===== config.mk =====
export PLATFORM = sky130hd
export DESIGN_NAME = keypad_sequencer
export DESIGN_NICKNAME = d
export VERILOG_FILES = /design/src/rtl/keypad_sequencer.sv
export SDC_FILE = /design/constraint.sdc
export NUM_CORES = 1
export LEC_CHECK = 0
export CORE_ASPECT_RATIO = 0.7
export CORE_MARGIN = 8
export CORE_UTILIZATION = 45
export CTS_BUF_LIST = sky130_fd_sc_hd__clkbuf_16
export CTS_CLUSTER_SIZE = 24
export DETAILED_ROUTE_END_ITERATION = 7
export PLACE_DENSITY = 0.67
export SLEW_MARGIN = 20
export SYNTH_ARGS = -nofsm -noshare
export SYNTH_HDL_FRONTEND = slang
export SYNTH_SLANG_ARGS = --single-unit

===== constraint.sdc =====
create_clock -name clk -period 5.4 [get_ports clk]
set_input_delay 0.81 -clock clk [delete_from_list [all_inputs] [get_ports clk]]
set_output_delay 0.81 -clock clk [all_outputs]
set_load 0.02 [all_outputs]

===== src/rtl/keypad_sequencer.sv =====
// Keypad entry sequencer: collects BCD digits into a downstream digit buffer and
// issues commit / compare / clear strobes for a password-entry front end.
module keypad_sequencer #(
   parameter int MAX_DIGITS = 6,
   parameter int MIN_DIGITS = 4,
   parameter int TIMEOUT    = 1000
) (
   input  logic                  clk,
   input  logic                  reset,
   input  logic                  key_valid,
   input  logic [3:0]            key_code,
   input  logic                  set_mode,
   output logic [3:0]            data,
   output logic [MAX_DIGITS-1:0] cs,
   output logic                  wr,
   output logic                  compare,
   output logic                  clear,
   output logic [2:0]            digit_count,
   output logic                  overflow,
   output logic                  busy
);

   localparam int              CNT_W   = (TIMEOUT > 1) ? $clog2(TIMEOUT + 1) : 1;
   localparam logic [2:0]      MAX_C   = 3'(MAX_DIGITS);
   localparam logic [2:0]      MIN_C   = 3'(MIN_DIGITS);
   localparam logic [CNT_W-1:0] TO_LAST = CNT_W'(TIMEOUT - 1);
   localparam logic [CNT_W-1:0] CNT_ONE = CNT_W'(1);

   typedef enum logic [2:0] {
      IDLE    = 3'd0,
      ENTRY   = 3'd1,
      WRITE   = 3'd2,
      COMMIT  = 3'd3,
      COMPARE = 3'd4,
      CLEAR   = 3'd5
   } state_t;

   state_t                  state_r, next_state_s;
   logic [CNT_W-1:0]        idle_cnt_r, idle_next_s;
   logic [2:0]              count_r, count_next_s;
   logic [3:0]              data_r, data_next_s;
   logic                    ovf_next_s;
   logic                    accept_s;
   logic [MAX_DIGITS-1:0]   cs_r, cs_next_s;
   logic                    wr_r, compare_r, clear_r, overflow_r, busy_r;

   function automatic logic [MAX_DIGITS-1:0] one_hot(input logic [2:0] idx);
      logic [MAX_DIGITS-1:0] base;
      base = {{(MAX_DIGITS-1){1'b0}}, 1'b1};
      return base << idx;
   endfunction

   // Keys are only taken in IDLE/ENTRY; illegal codes never count as accepted.
   assign accept_s = key_valid && ((state_r == IDLE) || (state_r == ENTRY)) && (key_code <= 4'hB);

   // Next-state, digit count, data latch and idle-timeout logic.
   always_comb begin
      next_state_s = state_r;
      count_next_s = count_r;
      data_next_s  = data_r;
      ovf_next_s   = 1'b0;
      idle_next_s  = {CNT_W{1'b0}};
      case (state_r)
         IDLE, ENTRY: begin
            if (accept_s) begin
               if (key_code <= 4'h9) begin
                  if (count_r < MAX_C) begin
                     next_state_s = WRITE;
                     data_next_s  = key_code;
                  end else begin
                     ovf_next_s = 1'b1;
                  end
               end else if (key_code == 4'hA) begin
                  if (count_r >= MIN_C) begin
                     if (set_mode) begin
                        next_state_s = COMMIT;
                     end else begin
                        next_state_s = COMPARE;
                     end
                  end else begin
                     next_state_s = CLEAR;
                  end
               end else begin
                  next_state_s = CLEAR;
               end
            end else if (state_r == ENTRY) begin
               // Timeout lands on the TIMEOUT-th edge spent in ENTRY.
               if (idle_cnt_r == TO_LAST) begin
                  next_state_s = CLEAR;
               end else begin
                  idle_next_s = idle_cnt_r + CNT_ONE;
               end
            end else begin
               idle_next_s = {CNT_W{1'b0}};
            end
         end
         WRITE: begin
            next_state_s = ENTRY;
            count_next_s = count_r + 3'd1;
         end
         COMMIT, COMPARE: begin
            next_state_s = CLEAR;
         end
         CLEAR: begin
            next_state_s = IDLE;
            count_next_s = 3'd0;
         end
         default: begin
            next_state_s = IDLE;
            count_next_s = 3'd0;
         end
      endcase
   end

   // Output decode from the upcoming state so every strobe comes straight off a flop.
   always_comb begin
      cs_next_s = {MAX_DIGITS{1'b0}};
      case (next_state_s)
         WRITE:   cs_next_s = one_hot(count_r);
         COMMIT:  cs_next_s = {MAX_DIGITS{1'b1}};
         default: cs_next_s = {MAX_DIGITS{1'b0}};
      endcase
   end

   // State, datapath and registered output flops.
   always_ff @(posedge clk or negedge reset) begin
      if (!reset) begin
         state_r    <= IDLE;
         idle_cnt_r <= {CNT_W{1'b0}};
         count_r    <= 3'd0;
         data_r     <= 4'd0;
         cs_r       <= {MAX_DIGITS{1'b0}};
         wr_r       <= 1'b0;
         compare_r  <= 1'b0;
         clear_r    <= 1'b0;
         overflow_r <= 1'b0;
         busy_r     <= 1'b0;
      end else begin
         state_r    <= next_state_s;
         idle_cnt_r <= idle_next_s;
         count_r    <= count_next_s;
         data_r     <= data_next_s;
         cs_r       <= cs_next_s;
         wr_r       <= (next_state_s == COMMIT);
         compare_r  <= (next_state_s == COMPARE);
         clear_r    <= (next_state_s == CLEAR);
         overflow_r <= ovf_next_s;
         busy_r     <= (next_state_s != IDLE) && (next_state_s != ENTRY);
      end
   end

   assign data        = data_r;
   assign cs          = cs_r;
   assign wr          = wr_r;
   assign compare     = compare_r;
   assign clear       = clear_r;
   assign digit_count = count_r;
   assign overflow    = overflow_r;
   assign busy        = busy_r;

endmodule

-- After elaboration in Yosys (flattened, before gate mapping)
Index checks and enable logic that the tools add are counted.
- register bits after elaboration: 31
- bits of input ports: 8
- output and inout port bits: 18
- logic and storage cells: 57
- $add $sub $neg: 2
- order comparisons: 4
- equal/unequal tests: 11
- shift operators: 1
- mux-type cells: 19
- reductions and logical operators: 10
- operator list (kind ; number):
    10-bit two-way mux ; 4
    3-bit two-way mux ; 8
    3-bit by 2-bit equality test with 1-bit output, second input constant ; 4
    6-bit one-hot mux with 2 select lines ; 1
    10-bit by 1-bit adder with 10-bit output, second input constant ; 1
    10-bit equality test, second input constant ; 1
    3-bit equality test, second input constant ; 3
    3-bit one-hot mux with 3 select lines ; 1
    4-bit less-or-equal comparator, second input constant ; 2
    3-bit one-hot mux with 2 select lines ; 1
    1-bit by 3-bit left shift with 6-bit output, first input constant ; 1
    4-bit equality test, second input constant ; 1
    1-bit two-way mux ; 4
    4-bit AND reduction ; 1
    2-bit OR reduction ; 2
    4-bit OR reduction ; 1
    3-bit by 1-bit adder with 3-bit output, second input constant ; 1
    3-bit by 1-bit equality test with 1-bit output, second input constant ; 1
    3-bit greater-or-equal comparator, second input constant ; 1
    1-bit logical AND ; 3
    3-bit logical NOT ; 1
    3-bit < comparator, second input constant ; 1
    3-bit by 1-bit inequality test with 1-bit output, second input constant ; 1
    3-bit nonzero test ; 1
    1-bit logical OR ; 1

-- Depth between registers and ports, before layout
Gate-level depths: netlist of run 1.
- word-level depth: 8
- depth in mapped cells: 7
- depth with buffers taken out: 6

-- Least setup slack after synthesis of run 1
No wires, ideal clock.
- path type: in2reg
- start: input port key_code[0]
- end: register data_r[0] (netlist: data[0])
- setup time: 125 ps
- data arrival time: 2125 ps
- data required time: 5275 ps
- setup slack: 3150 ps
- cell stages on the path: 7
- path buffers: 1
- path through: nand3b_1 -> a21o_1 -> a2111o_1 -> buf_6 -> inv_4 -> nand3_4 -> mux2_4
- word-level cells in the longest chain between the ends: 3
- elaborated cells between the ends (all ways): 4
- classes of those cells: 2 x order compare; 2 x reduce/logical
- ends and longest elaborated chain (element ; line ; source):
    start, declared ; 11 ; input logic [3:0] key_code,
    4-bit less-or-equal comparator ; 54 ; assign accept_s = key_valid && ((state_r == IDLE) || (state_r == ENTRY)) && (key_code <= 4'hB);
    1-bit logical AND ; 54 ;
    4-bit AND reduction (no source line) ; n/a ;
    end signal, assigned ; 142 ; data_r <= data_next_s;
    end, declared ; 41 ; logic [3:0] data_r, data_next_s;
Parallel ways exist; a longest one is shown, timed or not.
A chain may end at the register's enable or synchronous reset.

-- Worst setup path in the final report of run 1
- start: input port key_code[3]
- end: register data_r[1] (netlist: data[1])
- word-level cells in the longest chain between the ends: 3
- elaborated cells between the ends (all ways): 4
- classes of those cells: 2 x order compare; 2 x reduce/logical
- ends and longest elaborated chain (element ; line):
    4-bit less-or-equal comparator ; 54
    1-bit logical AND ; 54
    4-bit AND reduction (no source line) (*) ; n/a
Mark *: on every way between the ends. The rest lies on a longest branch, timed or not.

==> results.md, run 1 <==
Synthesis:
- The post-synth design cell area is 0.00147 mm².
- After synthesis, the cell types taking the most area are sky130_fd_sc_hd__dfrtp_1 (53%), sky130_fd_sc_hd__ha_1 (5.1%), sky130_fd_sc_hd__mux2_4 (4.1%), sky130_fd_sc_hd__a21oi_1 (3.4%), sky130_fd_sc_hd__nand2_1 (2.8%).
- The cell type with the largest total area after synthesis is sky130_fd_sc_hd__dfrtp_1.
- The proportion of synthesized chip area in sequential cells is 0.528.
- After synthesis the netlist holds a flip-flop and latch count of 31.
- The synthesis warning total is 0.
- The share of synthesized area in the top cell type comes to 0.528.
- The net count after synthesis is 152.
- The synthesized netlist contains 35 unique library cells.
- The gate count after technology mapping is 138.
- The average cell area after synthesis is 10.6 µm².

Clocking:
- The number of setup buffers added after CTS is 0.
- The master cell of the clock root buffer is sky130_fd_sc_hd__clkbuf_16.
- In this run, CTS created clock tree buffers numbering 5.
- In this run the deepest clock path goes through 2 buffers.
- At the later pin of the worst-skew pair, clock insertion delay measures about 0.27 ns.
- The post-cts repair resize count is 0.
- The tree built by TritonCTS fans out to 31 sinks.
- The level count of the clock H-tree is 2.
- In this run, post-CTS hold repair placed 0 buffers.
- After clock tree synthesis, the clock-pin slew on the worst setup and hold paths is 0.05 ns.
- TritonCTS built the clock tree.

Placed design:
- Input and output buffers added on the ports amount to 25.
- After detailed placement, the total cell area comes to 0.00175 mm².
- The half-perimeter wire length after placement is roughly 2200 µm.
- The global placement routability congestion is between 0.8 and 0.9.

Routing:
- The total DRC errors in the routed layout is 0.
- The first routing iteration left 66 violations.
- The per-cell routed wire length is 15.0 µm.
- The routed wire length is 3050 µm.
- The per-cell via count in the routed design is 5.22.
- Once detail routing completed, the nets flagged for antenna violations numbered 0.
- The vias after detailed routing is ~1100.
- The first detailed-routing pass ran for 4 iterations.

Worst setup path:
- STA classifies the critical path startpoint as an input pin.
- STA classifies the critical path endpoint as a flip-flop.
- The critical path is of the in2reg type.
- STA puts the critical path data required time at around 5.6 ns.
- The endpoint arrival time on the critical path is 2.84 ns.
- The maximum fanout encountered on the critical timing path is 9.

Timing:
- The final-layout setup total negative slack is 0 ns.
- The number of slew-limit violations in the final report is 0.
- The final count of hold timing violations is 0.
- Timing would allow up to 372 MHz.
- The worst-margin pin slew is 0.388 ns.
- Setup repair after global routing left no endpoint under its margin.
- The worst path needs about 2.7 ns of the cycle, external delays included.
- Dividing the final minimum period by the clock period gives 0.498.
- The relative slew slack is 0.741.
- The worst clock skew is roughly 0.0056 ns.
- Setup violations remaining at the end of the flow were counted as 0.

Power and ir drop:
- The analysis attributes to cell leakage a power of around 0.86 nW.
- The peak ir drop on the vdd network is 269 µV.
- The ratio of total power to cell area is between 400 and 500 mW/mm².

Global route:
- Entering global routing, the biggest net connects 32 pins.
- The via count of the first global-routing pass was 1081.
- In the global route stage, overall resource usage came out at 0.120.
- The wire length of the first global-routing pass is 5150 µm.
- Summed over all layers, the global routing overflow is 0.
- The number of antenna violations at the first check in global routing is 0.

Layout:
- Leaving out fill and tap cells, the most frequent cell in the layout is sky130_fd_sc_hd__dfrtp_1.
- The final net count is 180.
- The number of antenna diodes in the final layout is 0.
- In the layout the commonest cells are sky130_fd_sc_hd__dfrtp_1 (31), sky130_fd_sc_hd__clkdlybuf4s50_1 (25), sky130_fd_sc_hd__nand2_1 (11), sky130_fd_sc_hd__nor2_1 (11), sky130_fd_sc_hd__a21oi_1 (10).
- The post-layout instance area is 0.00188 mm².
- From synthesis to final layout, the design area changed by 28.1%.
- Of the cells placed in the final design, the portion with a size suffix greater than 1 is 0.0964.
- The total of fill cells in the finished design is between 200 and 300.

Job:
- The number of maximum-capacitance violations is 0.

Die:
- The core area is ~0.0031 mm².
- The cell row count is 17.
- For this design the top-level I/O count stands at 26.
- The width of the chip is between 80 and 90 µm.
- The initial utilization of the core area, before any placement, comes to 0.470.
- The y dimension of the die is 63.8 µm.
- The area of the die is 0.00538 mm².

Status:
- The flow ran to the end, and the final reports show no timing, DRC or antenna violations.

Min path:
- The worst min-delay path category is reg2reg.
-- worst max-delay path, cell delays in order --
cell and delay, ns:
sky130_fd_sc_hd__clkdlybuf4s50_1 0.52, sky130_fd_sc_hd__a21boi_2 0.26, sky130_fd_sc_hd__o21ai_1 0.14, sky130_fd_sc_hd__a2111o_1 0.56
sky130_fd_sc_hd__inv_4 0.11, sky130_fd_sc_hd__nand3_4 0.10, sky130_fd_sc_hd__mux2_4 0.32
-- sequential cells by signal, indices dropped and copies added (netlist names) --
name / flops
wr: 1
overflow: 1
clear: 1
digit_count: 3
busy: 1
cs: 6
compare: 1
data: 4
state_r: 3
idle_cnt_r: 10
-- metrics by stage --
stage	hold WS (ns)	power, mW	worst slack, ns	std cells	utilization
3_3_place_gp	0.489	0.618	2.54	197	0.559
4_1_cts	0.507	0.882	2.73	204	0.602
6_report	0.504	0.872	2.71	204	0.602
3_5_place_dp	0.497	0.622	2.45	197	0.559
5_1_grt	0.531	0.917	2.63	204	0.602
2_1_floorplan	0.454	0.503	3.15	138	-
-- final cells by class --
class / instances / area, µm² / share of cell area
multi-input combinational: 92 / 627 / 0.333
tap: 38 / 47.5 / 0.0253
sequential: 31 / 776 / 0.412
clock buffer: 5 / 125 / 0.0665
inverter: 10 / 40.0 / 0.0213
clock inverter: 2 / 8.76 / 0.00465
timing repair buffer: 26 / 258 / 0.137
-- synthesized netlist by cell type, drive strengths merged --
master and number:
nor2 11, nand3b 1, and4 1, a21o 1, and4b 1, nor3 3
nand4b 1, o22ai 3, mux2 4, inv 10, a21boi 2, clkbuf 4
xnor2 4, xor2 4, and3 5, nand2 11, a21oi 10, nor2b 2
ha 6, o21ai 7, nor4 2, nor3b 2, dfrtp 31, nor4bb 1
mux2i 1, nand2b 1, buf 1, nand3 5, a2111o 1, and2 2
-- cells by family after synthesis --
| group | synth area share |
|---|---|
| compound gates | 0.0963 |
| fa+ha+maj | 0.0511 |
| buf+inv | 0.0451 |
| xor+xnor | 0.0477 |
| flops | 0.528 |
| simple gates | 0.184 |
| mux | 0.0477 |
-- power breakdown --
group          switching (mW)  leakage [nW]  total [mW]  internal [mW]
clock network          0.0879        0.0671       0.253          0.165
logic                   0.158         0.377       0.294          0.135
registers              0.0437         0.415       0.326          0.283
total                   0.290         0.859       0.872          0.582
-- routing by layer --
layer | wire, µm | GRT usage
met1 | 1420 | 0.149
met2 | 1330 | 0.170
met3 | 250 | 0.0532
met4 | 46 | 0.0665
met5 | 0 | 0
-- path summary, 6_finish.rpt --
path,start,end,slack (ns),depth (start not counted)
min in group asynchronous,reset,idle_cnt_r[8]$_DFF_PN0_,0.93,2
max,key_code[3],data[1]$_DFFE_PN0P_,2.71,7
min,idle_cnt_r[0]$_DFF_PN0_,idle_cnt_r[0]$_DFF_PN0_,0.50,1
max in group asynchronous,reset,data[2]$_DFFE_PN0P_,4.18,2
max reg2reg,digit_count[2]$_DFFE_PN0N_,data[1]$_DFFE_PN0P_,3.38,6
min reg2reg,idle_cnt_r[0]$_DFF_PN0_,idle_cnt_r[0]$_DFF_PN0_,0.50,1
Note: power is estimated with default switching activity, not from simulation.
==> run 2: changes to the inputs <==
--- a/config.mk
+++ b/config.mk
@@ -11,7 +11,7 @@
 export CTS_BUF_LIST = sky130_fd_sc_hd__clkbuf_16
 export CTS_CLUSTER_SIZE = 24
 export DETAILED_ROUTE_END_ITERATION = 7
-export PLACE_DENSITY = 0.67
+export PLACE_DENSITY = 0.7
 export SLEW_MARGIN = 20
 export SYNTH_ARGS = -nofsm -noshare
 export SYNTH_HDL_FRONTEND = slang
==> constraint.sdc (replaced) <==
create_clock -name clk -period 2.3 [get_ports clk]
set_input_delay 0.345 -clock clk [delete_from_list [all_inputs] [get_ports clk]]
set_output_delay 0.345 -clock clk [all_outputs]
set_load 0.02 [all_outputs]
==> run 2 against run 1 <==
Die area is the same. Flip-flop and latch count is the same. Via count grew 2.3%. Count of clock-buffer cells in the layout is the same. Combinational power grew 140%. Non-clock buffer count grew 4. First-iteration DRC count shrank 23%.
==> results.md, run 2 (same netlist as run 1, synthesis figures left out) <==
Status:
- The flow ran to the end, and the final reports show no timing, DRC or antenna violations.

Global route:
- The first global-routing pass estimated 5530 µm of wire.
- The busiest metal layer after global routing is met2.
- Across every metal layer, demand over resource in global routing totals 0.128.
- The met3 layer usage reported by global route is 0.0646.
- The number of antenna violations at the first check in global routing is 0.
- The met2 layer usage reported by global route is 0.194.
- The pin count of the biggest net entering global routing is 32.
- For met1 alone, demand over resource in global routing was 0.152.
- The via count of the first global-routing pass is around 1200.
- The total congestion overflow is 0.

Worst setup path:
- The worst register-to-register path has a depth of 6.
- The buffer and inverter count on the worst path is 2.
- The cell family contributing the most delay on the critical path is compound AO/OA/AOI/OAI gates.
- The startpoint of the lowest-slack register-to-register path is digit_count[2]$_DFFE_PN0N_.
- STA classifies the critical path endpoint as a flip-flop.
- The maximum fanout encountered on the critical timing path is 6.
- The setup slack of the most critical reg-to-reg path is 0.39 ns.
- The worst setup path is launched from an input pin.
- The required arrival time at the worst endpoint is approximately 2.5 ns.
- The critical-path cell with the highest stage delay is sky130_fd_sc_hd__clkdlybuf4s50_1.
- The endpoint arrival time on the critical path is 2.22 ns.
- The end of the worst register-to-register path is data[3]$_DFFE_PN0P_.
- The critical path goes through clkdlybuf4s50_1, a21boi_2, o21ai_1, a2111o_1, inv_4, nand3_4, mux2_4.
- The critical path's largest stage delay is 0.51 ns.
- The critical setup path kind is in2reg.

Die:
- The floorplan step set the die height to 63.8 µm.
- The initial utilization of the core area, before any placement, comes to 0.470.
- The number of I/O pins is 26.
- The area of the die is 0.00538 mm².
- The cell row count is 17.
- The core area is 0.00313 mm².
- The width of the chip is between 80 and 90 µm.

Routing:
- For this block, the initial DRC count from the detailed router was 51.
- The vias after detailed routing is between 1000 and 1500.
- The per-cell via count in the routed design is 5.22.
- After detailed routing, the average wire length per cell comes to 15.0 µm.
- For this run, the detailed router's first-pass iteration total came to 4.
- In the routed design, unresolved DRC markers number 0.
- The post-route antenna net violation count is 0.
- The routed wire length is between 3000 and 4000 µm.

Layout:
- The number of inserted diodes is 0.
- From synthesis to final layout, the design area changed by 30.4%.
- The register with the most flip-flops in the layout has 10 of them.
- Ranked by flip-flop count, first place goes to idle_cnt_r.
- The library cell used most frequently in the layout, excluding fill and tap cells, is sky130_fd_sc_hd__dfrtp_1.
- The final net count is roughly 180.
- Fill cells in the final layout number between 200 and 250.
- The post-layout instance area is 0.00192 mm².
- Of the cells placed in the final design, the portion with a size suffix greater than 1 is 0.117.
- In the layout the commonest cells are sky130_fd_sc_hd__dfrtp_1 (31), sky130_fd_sc_hd__clkdlybuf4s50_1 (25), sky130_fd_sc_hd__nand2_1 (11), sky130_fd_sc_hd__nor2_1 (11), sky130_fd_sc_hd__a21oi_1 (10).

Timing:
- On the final layout, the worst clock skew is ~0.0050 ns.
- For this run, the top clock speed supported by timing is around 480 MHz.
- The worst hold-check slack is approximately 0.46 ns.
- The relative slew slack is 0.742.
- Setup repair after global routing left no endpoint under its margin.
- The final count of hold timing violations is 0.
- For the pin with the worst max-slew slack, the measured transition is 0.386 ns.
- Setup violations remaining at the end of the flow were counted as 0.
- For the finished layout, the period the worst path requires is 2.07 ns.
- The number of slew-limit violations in the final report came to 0.
- Dividing the final minimum period by the clock period gives 0.900.

Placed design:
- The congestion estimate from routability-driven global placement came to about 0.85.
- Detailed placement ended at an HPWL of between 2000 and 2500 µm.
- The number of buffer cells added on primary ports is 25.
- The placed instances occupy a cell area of 0.00178 mm².

Clocking:
- The CTS tree is yes.
- The master cell of the clock root buffer is sky130_fd_sc_hd__clkbuf_16.
- The maximum clock insertion buffer count is 2.
- The tree built by TritonCTS fans out to 31 sinks.
- The quantity of hold-fixing buffers added after cts is 0.
- The clock latency at the later pin of the worst-skew pair is 0.27 ns.
- CTS built an H-tree with a depth of 2.
- The number of setup buffers added after CTS is 0.
- The number of gates resized after CTS was 0.
- In this run, CTS created clock tree buffers numbering 5.
- Clock-pin slew was measured on the worst setup and hold paths at 0.05 ns.

Power and ir drop:
- Power spread over the standard cell area amounts to 1090 mW/mm².
- The analysis attributes to cell leakage a power of 0.886 nW.
- The peak ir drop on the vdd network is between 500 and 600 µV.

Min path:
- The path class of the tightest hold or removal check is in2async.

Job:
- Across the run, the number of max-cap violations was 0.
[run 2: layer usage]
| metal | share of wire | wire length, µm |
|---|---|---|
| met5 | 0 | 0 |
| met4 | 0.0086 | 27 |
| met3 | 0.073 | 229 |
| met2 | 0.46 | 1440 |
| met1 | 0.46 | 1450 |
[run 2: power by group]
| part | internal, mW | switching, mW |
|---|---|---|
| sequential | 0.663 | 0.107 |
| clock | 0.389 | 0.216 |
| combinational | 0.324 | 0.381 |
| total | 1.38 | 0.704 |
[run 2: worst max-delay path by stage]
stage,endpoint,startpoint,cells past startpoint
floorplan,data[0]$_DFFE_PN0P_,digit_count[2]$_DFFE_PN0N_,7
global route,data[3]$_DFFE_PN0P_,key_code[2],7
CTS,data[3]$_DFFE_PN0P_,key_code[2],7
finish,data[3]$_DFFE_PN0P_,key_code[2],7
global placement,data[3]$_DFFE_PN0P_,key_code[2],7
detailed placement,data[3]$_DFFE_PN0P_,key_code[2],7
[run 2: stage by stage]
step / util / instances / TNS [ns] / worst slack (ns) / total power, mW
after floorplan: - / 138 / 0 / 0.370 / 1.18
after global placement: 0.569 / 201 / 0 / 0.0596 / 1.46
after detailed placement: 0.569 / 201 / -0.148 / -0.0403 / 1.48
after CTS: 0.613 / 209 / 0 / 0.242 / 2.10
after global routing: 0.613 / 209 / 0 / 0.127 / 2.20
final: 0.613 / 209 / 0 / 0.229 / 2.08
[run 2: area by class of cell]
type / instances / area (µm²) / area share
repair buffers: 30 / 288 / 0.150
multi-input cells: 92 / 627 / 0.327
clock buffers: 5 / 125 / 0.0653
clock inverters: 3 / 12.5 / 0.00653
well taps: 38 / 47.5 / 0.0248
inverters: 10 / 40.0 / 0.0209
flip-flops and latches: 31 / 776 / 0.405
